### src/rtl/vga_timing_pkg.sv
// Shared types, default 640x480@60 timing and width helpers for the VGA scan logic.
// Latency: n/a (declarations only).
// Backpressure: n/a.
package vga_timing_pkg;

  // Segment of one scan axis; the order is the order the scan walks through them.
  typedef enum logic [1:0] {
    ACTIVE = 2'd0,
    FRONT  = 2'd1,
    SYNC   = 2'd2,
    BACK   = 2'd3
  } seg_state_e;

  // 640x480@60 from a 50 MHz clock (25 MHz pixel rate).
  localparam int unsigned DefPixelDiv   = 2;
  localparam int unsigned DefHActive    = 640;
  localparam int unsigned DefHFront     = 16;
  localparam int unsigned DefHSync      = 96;
  localparam int unsigned DefHBack      = 48;
  localparam int unsigned DefVActive    = 480;
  localparam int unsigned DefVFront     = 10;
  localparam int unsigned DefVSync      = 2;
  localparam int unsigned DefVBack      = 33;
  localparam int unsigned DefHCountSize = 11;
  localparam int unsigned DefVCountSize = 10;

  // Bits needed for a counter running 0..n-1; never less than one bit.
  function automatic int unsigned clog2w(input int unsigned n);
    return (n <= 1) ? 1 : $clog2(n);
  endfunction

endpackage

### src/rtl/vga_timing_controller_if.sv
// Scan-timing bundle between the timing controller (master) and the colour path (slave).
// Latency: n/a (wiring only).
// Backpressure: none; enable is the only input and freezes the whole scan when low.
interface vga_timing_controller_if #(
  parameter int unsigned HCountSize = 11,
  parameter int unsigned VCountSize = 10
);
  logic                  enable;
  logic                  pixel_tick;
  logic                  hsync;
  logic                  vsync;
  logic                  active;
  logic [HCountSize-1:0] hpos;
  logic [VCountSize-1:0] vpos;
  logic                  line_start;
  logic                  frame_start;

  modport master (
    input  enable,
    output pixel_tick, hsync, vsync, active, hpos, vpos, line_start, frame_start
  );

  modport slave (
    output enable,
    input  pixel_tick, hsync, vsync, active, hpos, vpos, line_start, frame_start
  );
endinterface

### src/rtl/vga_axis_fsm.sv
// One scan axis: walks ACTIVE->FRONT->SYNC->BACK, tracking segment count and absolute position.
// Latency: state/pos move on the edge where advance=1; state_nxt exposes the coming state.
// Backpressure: none; the axis holds whenever advance=0.
module vga_axis_fsm
  import vga_timing_pkg::*;
#(
  parameter int unsigned ActiveLen = DefHActive,
  parameter int unsigned FrontLen  = DefHFront,
  parameter int unsigned SyncLen   = DefHSync,
  parameter int unsigned BackLen   = DefHBack,
  parameter int unsigned CountSize = DefHCountSize
) (
  input  logic                 clock,
  input  logic                 reset,
  input  logic                 advance,
  output seg_state_e           state,
  output seg_state_e           state_nxt,
  output logic [CountSize-1:0] pos,
  output logic                 wrap
);

  localparam int unsigned MaxAF  = (ActiveLen > FrontLen) ? ActiveLen : FrontLen;
  localparam int unsigned MaxSB  = (SyncLen > BackLen) ? SyncLen : BackLen;
  localparam int unsigned MaxLen = (MaxAF > MaxSB) ? MaxAF : MaxSB;
  localparam int unsigned SegW   = clog2w(MaxLen);

  localparam logic [SegW-1:0] ActiveLast = SegW'(ActiveLen - 1);
  localparam logic [SegW-1:0] FrontLast  = SegW'(FrontLen - 1);
  localparam logic [SegW-1:0] SyncLast   = SegW'(SyncLen - 1);
  localparam logic [SegW-1:0] BackLast   = SegW'(BackLen - 1);

  seg_state_e           state_q, state_d;
  logic [SegW-1:0]      seg_q, seg_d;
  logic [CountSize-1:0] pos_q, pos_d;
  logic                 seg_last;

  // Last position of the current segment.
  always_comb begin
    seg_last = 1'b0;
    case (state_q)
      ACTIVE:  seg_last = (seg_q == ActiveLast);
      FRONT:   seg_last = (seg_q == FrontLast);
      SYNC:    seg_last = (seg_q == SyncLast);
      BACK:    seg_last = (seg_q == BackLast);
      default: seg_last = 1'b0;
    endcase
  end

  assign wrap = (state_q == BACK) && seg_last;

  // Next segment/position; position wraps exactly when the BACK segment ends.
  always_comb begin
    state_d = state_q;
    seg_d   = seg_q;
    pos_d   = pos_q;
    if (advance) begin
      pos_d = wrap ? '0 : pos_q + 1'b1;
      if (seg_last) begin
        seg_d = '0;
        case (state_q)
          ACTIVE:  state_d = FRONT;
          FRONT:   state_d = SYNC;
          SYNC:    state_d = BACK;
          default: state_d = ACTIVE;
        endcase
      end else begin
        seg_d = seg_q + 1'b1;
      end
    end
  end

  // Axis state registers.
  always_ff @(posedge clock) begin
    if (reset) begin
      state_q <= ACTIVE;
      seg_q   <= '0;
      pos_q   <= '0;
    end else begin
      state_q <= state_d;
      seg_q   <= seg_d;
      pos_q   <= pos_d;
    end
  end

  assign state     = state_q;
  assign state_nxt = state_d;
  assign pos       = pos_q;

endmodule

### src/rtl/vga_timing_controller.sv
// VGA scan sequencer: pixel prescaler, h/v segment FSMs, registered sync/active/strobe outputs.
// Latency: outputs change on the pixel_tick edge, aligned with hpos/vpos (zero skew).
// Backpressure: enable=0 freezes prescaler, position and levels; strobes read 0.
module vga_timing_controller
  import vga_timing_pkg::*;
#(
  parameter int unsigned PixelDiv   = DefPixelDiv,
  parameter int unsigned HActive    = DefHActive,
  parameter int unsigned HFront     = DefHFront,
  parameter int unsigned HSync      = DefHSync,
  parameter int unsigned HBack      = DefHBack,
  parameter int unsigned VActive    = DefVActive,
  parameter int unsigned VFront     = DefVFront,
  parameter int unsigned VSync      = DefVSync,
  parameter int unsigned VBack      = DefVBack,
  parameter int unsigned HSyncPol   = 0,
  parameter int unsigned VSyncPol   = 0,
  parameter int unsigned HCountSize = DefHCountSize,
  parameter int unsigned VCountSize = DefVCountSize
) (
  input logic                     clock,
  input logic                     reset,
  vga_timing_controller_if.master vga
);

  localparam int unsigned HTotal  = HActive + HFront + HSync + HBack;
  localparam int unsigned VTotal  = VActive + VFront + VSync + VBack;
  localparam int unsigned PreW    = clog2w(PixelDiv);
  localparam logic [PreW-1:0] PreLast = PreW'(PixelDiv - 1);
  localparam logic HSyncOn = (HSyncPol != 0);
  localparam logic VSyncOn = (VSyncPol != 0);

  // Zero-length segments would make a state unreachable; refuse them at elaboration.
  if (PixelDiv < 1 || HActive < 1 || HFront < 1 || HSync < 1 || HBack < 1 ||
      VActive < 1 || VFront < 1 || VSync < 1 || VBack < 1) begin : g_bad_timing
    $error("vga_timing_controller: every timing parameter must be >= 1");
  end
  if (((HTotal - 1) >> HCountSize) != 0 || ((VTotal - 1) >> VCountSize) != 0) begin : g_bad_width
    $error("vga_timing_controller: position width too small for the line/frame total");
  end

  logic [PreW-1:0] presc_q, presc_d;
  logic            pixel_tick;
  seg_state_e      h_state_unused, v_state_unused;
  seg_state_e      h_state_nxt, v_state_nxt;
  logic            h_wrap, v_wrap, v_adv;
  logic            active_q, hsync_q, vsync_q, line_start_q, frame_start_q;

  assign pixel_tick = vga.enable && (presc_q == PreLast);
  assign v_adv      = pixel_tick && h_wrap;

  // Prescaler counts only while enabled and restarts on every pixel tick.
  always_comb begin
    presc_d = presc_q;
    if (vga.enable) begin
      presc_d = pixel_tick ? '0 : presc_q + 1'b1;
    end
  end

  // Prescaler register.
  always_ff @(posedge clock) begin
    if (reset) presc_q <= '0;
    else       presc_q <= presc_d;
  end

  vga_axis_fsm #(
    .ActiveLen (HActive),
    .FrontLen  (HFront),
    .SyncLen   (HSync),
    .BackLen   (HBack),
    .CountSize (HCountSize)
  ) u_h_axis (
    .clock     (clock),
    .reset     (reset),
    .advance   (pixel_tick),
    .state     (h_state_unused),
    .state_nxt (h_state_nxt),
    .pos       (vga.hpos),
    .wrap      (h_wrap)
  );

  vga_axis_fsm #(
    .ActiveLen (VActive),
    .FrontLen  (VFront),
    .SyncLen   (VSync),
    .BackLen   (VBack),
    .CountSize (VCountSize)
  ) u_v_axis (
    .clock     (clock),
    .reset     (reset),
    .advance   (v_adv),
    .state     (v_state_unused),
    .state_nxt (v_state_nxt),
    .pos       (vga.vpos),
    .wrap      (v_wrap)
  );

  // Outputs registered from the FSMs' next state so they land on the same edge as hpos/vpos.
  always_ff @(posedge clock) begin
    if (reset) begin
      active_q      <= 1'b1;
      hsync_q       <= ~HSyncOn;
      vsync_q       <= ~VSyncOn;
      line_start_q  <= 1'b0;
      frame_start_q <= 1'b0;
    end else begin
      active_q      <= (h_state_nxt == ACTIVE) && (v_state_nxt == ACTIVE);
      hsync_q       <= (h_state_nxt == SYNC) ? HSyncOn : ~HSyncOn;
      vsync_q       <= (v_state_nxt == SYNC) ? VSyncOn : ~VSyncOn;
      line_start_q  <= pixel_tick && h_wrap;
      frame_start_q <= pixel_tick && h_wrap && v_wrap;
    end
  end

  assign vga.pixel_tick  = pixel_tick;
  assign vga.active      = active_q;
  assign vga.hsync       = hsync_q;
  assign vga.vsync       = vsync_q;
  assign vga.line_start  = line_start_q;
  assign vga.frame_start = frame_start_q;

endmodule

### src/flat_wrapper.sv
// flat-port wrapper written by rule: the top's interface ports become plain ports
module vga_timing_controller_flat import vga_timing_pkg::*;
#(
  parameter int unsigned PixelDiv   = DefPixelDiv,
  parameter int unsigned HActive    = DefHActive,
  parameter int unsigned HFront     = DefHFront,
  parameter int unsigned HSync      = DefHSync,
  parameter int unsigned HBack      = DefHBack,
  parameter int unsigned VActive    = DefVActive,
  parameter int unsigned VFront     = DefVFront,
  parameter int unsigned VSync      = DefVSync,
  parameter int unsigned VBack      = DefVBack,
  parameter int unsigned HSyncPol   = 0,
  parameter int unsigned VSyncPol   = 0,
  parameter int unsigned HCountSize = DefHCountSize,
  parameter int unsigned VCountSize = DefVCountSize
)
  (clock, reset, vga_enable, vga_pixel_tick, vga_hsync, vga_vsync, vga_active, vga_hpos, vga_vpos, vga_line_start, vga_frame_start);
  vga_timing_controller_if #(.HCountSize(HCountSize), .VCountSize(VCountSize)) vga_i ();
  input logic clock;
  input logic reset;
  input wire logic [$bits(vga_i.enable)-1:0] vga_enable;
  output wire logic [$bits(vga_i.pixel_tick)-1:0] vga_pixel_tick;
  output wire logic [$bits(vga_i.hsync)-1:0] vga_hsync;
  output wire logic [$bits(vga_i.vsync)-1:0] vga_vsync;
  output wire logic [$bits(vga_i.active)-1:0] vga_active;
  output wire logic [$bits(vga_i.hpos)-1:0] vga_hpos;
  output wire logic [$bits(vga_i.vpos)-1:0] vga_vpos;
  output wire logic [$bits(vga_i.line_start)-1:0] vga_line_start;
  output wire logic [$bits(vga_i.frame_start)-1:0] vga_frame_start;
  assign vga_i.enable = vga_enable;
  assign vga_pixel_tick = vga_i.pixel_tick;
  assign vga_hsync = vga_i.hsync;
  assign vga_vsync = vga_i.vsync;
  assign vga_active = vga_i.active;
  assign vga_hpos = vga_i.hpos;
  assign vga_vpos = vga_i.vpos;
  assign vga_line_start = vga_i.line_start;
  assign vga_frame_start = vga_i.frame_start;
  vga_timing_controller #(.PixelDiv(PixelDiv), .HActive(HActive), .HFront(HFront), .HSync(HSync), .HBack(HBack), .VActive(VActive), .VFront(VFront), .VSync(VSync), .VBack(VBack), .HSyncPol(HSyncPol), .VSyncPol(VSyncPol), .HCountSize(HCountSize), .VCountSize(VCountSize)) u_core (.clock(clock), .reset(reset), .vga(vga_i));
endmodule
### config.mk
export PLATFORM = sky130hd
export DESIGN_NAME = vga_timing_controller_flat
export DESIGN_NICKNAME = d
export VERILOG_FILES = /design/src/rtl/vga_timing_pkg.sv /design/src/rtl/vga_timing_controller_if.sv /design/src/rtl/vga_axis_fsm.sv /design/src/rtl/vga_timing_controller.sv /design/src/flat_wrapper.sv
export SDC_FILE = /design/constraint.sdc
export NUM_CORES = 1
export LEC_CHECK = 0
export CAP_MARGIN = 20
export CORE_MARGIN = 2
export CORE_UTILIZATION = 35
export CTS_CLUSTER_DIAMETER = 200
export DETAILED_ROUTE_END_ITERATION = 12
export PLACE_DENSITY = 0.58
export SLEW_MARGIN = 20
export SYNTH_ARGS = -nofsm -noshare
export SYNTH_HDL_FRONTEND = slang
export SYNTH_HIERARCHICAL = 1
export SYNTH_SLANG_ARGS = --single-unit
### constraint.sdc
create_clock -name clock -period 3.3 [get_ports clock]
set_input_delay 0.495 -clock clock [delete_from_list [all_inputs] [get_ports clock]]
set_output_delay 0.495 -clock clock [all_outputs]
set_load 0.02 [all_outputs]
==> results of run 1 <==
critical path, stage by stage (launching register included):
cell and delay, ps:
dfxtp_1 370, inv_1 90, ha_1 230, xnor2_1 230, o211ai_2 230, nor2_2 240
and3_4 320, o21ai_2 140, nor3_2 260, mux2_1 380, o41ai_1 320
metal layers:
metal  routed length, um  track usage [%]  share of wire [%]
met4                  51            3.776                1.1
met3                 114            2.844                2.5
met2                1952            19.01                 43
met1                2393            18.03                 53
met5                   0                0                  0
final timing paths:
| check | slack (ps) | endpoint | cells past startpoint |
|---|---|---|---|
| worst min-delay path | 520 | u_core/u_v_axis/pos[9] | 2 |
| worst min register to register | 520 | u_core/u_v_axis/pos[9] | 2 |
| worst max register to register | 400 | u_core/vga.active | 10 |
| worst max-delay path | 400 | u_core/vga.active | 10 |
logic make-up (layout without fill, tap and decap cells):
family	count (synthesis)	count (layout)	share of synthesized area, %
simple gates	123	123	26.85
flops	50	50	41.07
mux	3	3	1.283
xor+xnor	38	38	13.66
fa+ha+maj	11	11	5.647
compound gates	22	22	9.035
buf+inv	13	45	2.464
registers in the layout, indices dropped and copies added, names as in the netlist:
register	flops
u_core/u_h_axis/pos	11
u_core/u_h_axis/seg_q	10
u_core/u_v_axis/pos	10
u_core/u_v_axis/seg_q	9
u_core/u_h_axis/state	2
u_core/u_v_axis/state	2
u_core/presc_q	1
u_core/vga.active	1
u_core/vga.frame_start	1
u_core/vga.hsync	1
u_core/vga.line_start	1
u_core/vga.vsync	1
cell type report:
type	count	area (sq um)
clock inverters	1	8.758
multi-input cells	197	1376
clock buffers	7	96.34
repair buffers	29	290.3
flip-flops and latches	50	1001
fillers	651	3854
inverters	8	30.03
well taps	80	100.1
cell usage after synthesis (3+ instances only):
master / instances
dfxtp_1: 50
nand3b_1: 4
xnor2_1: 19
nor3_1: 5
ha_1: 11
nor3b_1: 4
and4_1: 4
nor2_1: 46
inv_1: 8
nand3_1: 7
nand4_1: 11
nand2_1: 20
xor2_1: 19
buf_2: 3
and3_1: 4
placed cells by master, fill, tap and decap left out, drive strengths merged, types with 2 or more instances in the layout:
cell type and instances:
and4 4, ha 11, nor3 6, and3 6, xnor2 19, o211a 2
and3b 2, inv 8, nand2 20, clkbuf 7, dfxtp 50, o21a 2
xor2 19, and2 3, o21ai 4, nor2 47, o41ai 2, nor4 2
nand3 7, o31ai 4, o22ai 2, nand4 13, nand3b 4, mux2i 2
clkdlybuf4s50 29, nor3b 4
per-stage QoR:
stage	instance area, sq um	instances	utilization (%)
global route	2903	372	42.96
global placement	2798	364	41.41
detailed placement	2798	364	41.41
finish	2903	372	42.96
CTS	2903	372	42.96
floorplan	2437	260	-
power by group through the flow:
stage | Clock [mW] | Combinational [mW] | Sequential [mW]
floorplan | 0 | 0.0241 | 0.625
global placement | 0 | 0.0376 | 0.625
detailed placement | 0 | 0.0383 | 0.625
CTS | 0.409 | 0.0385 | 0.611
global route | 0.431 | 0.0421 | 0.612
finish | 0.390 | 0.0380 | 0.611
==> results.yml, run 1 <==
floorplanning:
  die-area_sq_mm: 0.007648
  die_x_um: 87.45
  die_h_um: 87.45
  std_cell_rows: 30
  ios: 30
  core_area_sq_mm: 0.006756
  initial_core_util_pct: 36.07
clocking:
  cts_hold_buf: 0
  ctsRootBufferMaster: "clkbuf_8"
  htree_num_levels: 2
  cts_buffers: 5
  cts.sinks: 50
  clock_latency_ps: 300
  cts_resized: 0
  cts.path.max_buffers: 2
  cts.clk_slew.worst_paths_ps: 90
  cts_tree: "yes"
  cts_setup_buffers: 0
routing:
  drt-total-wl_um: 4512
  ant_nets: 0
  routed_via_density: 4.855
  drt_iter0_drc: 68
  remaining_drc_errors: 0
  firstDrtPassIters: 4
  wl_per_cell_um: 12.13
  vias: 1806
yosys:
  synth_edf_count: 0
  yosys-top-cells-area: "dfxtp_1 41%, nor2_1 7.1%, xnor2_1 6.8%"
  yosysWarnings: 6
  synth_top_area_share_pct: 41.07
  synth-seq-cells: 50
  synth_top_cell_by_area: "dfxtp_1"
  yosysSeqAreaShare_pct: 41.07
  synth_area_per_cell_sq_um: 9.374
  syn-num-nets: 274
  synth_area_sq_mm: 0.002437
  ys.flop_type: "dfxtp_1"
  synth.distinct_cells: 51
  async_reset_ff_share_pct: 0
  synth_cells: 260
timing:
  fmax_ghz: 0.3443
  setup_tns_ps: 0
  slew_violations: 0
  hold_ws_ps: 522.1
  fin_crit_sh_pct: 88.02
  slew_headroom_pct: 50.29
  hold_violations: 0
  grt_setup_unrepaired: "no"
  setup_viol: 0
  finClkSkew_ps: 5.660
  tightest_slew_ps: 741.2
  setup_ws_ps: 395.4
  min_period_ps: 2905
critical_path:
  end_kind: "flip-flop"
  r2r_start: "u_core/u_h_axis/state[0]"
  worstSetupPathType: "reg2reg"
  worstPathMaxFanout: 14
  crit_start: "u_core/u_h_axis/state[0]"
  required_ps: 3490
  arrival_ps: 3100
  critPathLaunchType: "flip-flop"
pwr:
  power_mw: 1.039
  p_sw_mw: 0.2255
  irDropWorstVdd_uv: 160.2
  p_int_mw: 0.8134
  switching_share_pct: 21.71
  p_clk_share_pct: 37.6
  comb_power_share_pct: 3.7
  seq_power_share_pct: 58.8
  power_density_mw_per_mm2: 357.9
  power_leakage_nw: 1.088
global_route:
  grt_max_degree: 17
  antenna_found_initial: 0
  track_usage_pct: 12.65
  gr-total-overflow: 0
  grt_pass1_vias: 1672
  grt_pass1_wl_um: 7734
place:
  post-place-ws_ps: 441.7
  io_buffers: 29
  gp_congestion: 0.7900
  dp.final_hpwl_um: 3227
final_layout:
  nNetsFinal: 305
  num_antenna_cells: 0
  syn_to_final_growth_pct: 19.10
  layout-drive-gt1-share_pct: 8.904
status:
  status: "complete, no violations"
flow_run:
  drv_cap: 0
worst_hold_path:
  hp-start: "u_core/u_v_axis/pos[9]"
  worstHoldPathType: "reg2reg"
(Power assumes the default switching activity.)
==> run 2, diff against run 1 <==
--- a/config.mk
+++ b/config.mk
@@ -8,7 +8,8 @@
 export CAP_MARGIN = 20
 export CORE_MARGIN = 2
 export CORE_UTILIZATION = 35
-export CTS_CLUSTER_DIAMETER = 200
+export CTS_BUF_LIST = sky130_fd_sc_hd__clkbuf_4 sky130_fd_sc_hd__clkbuf_8
+export CTS_CLUSTER_DIAMETER = 50
 export DETAILED_ROUTE_END_ITERATION = 12
 export PLACE_DENSITY = 0.58
 export SLEW_MARGIN = 20
==> results of run 2 <==
The final DEF is identical to that of run 1; final timing and power are the same.
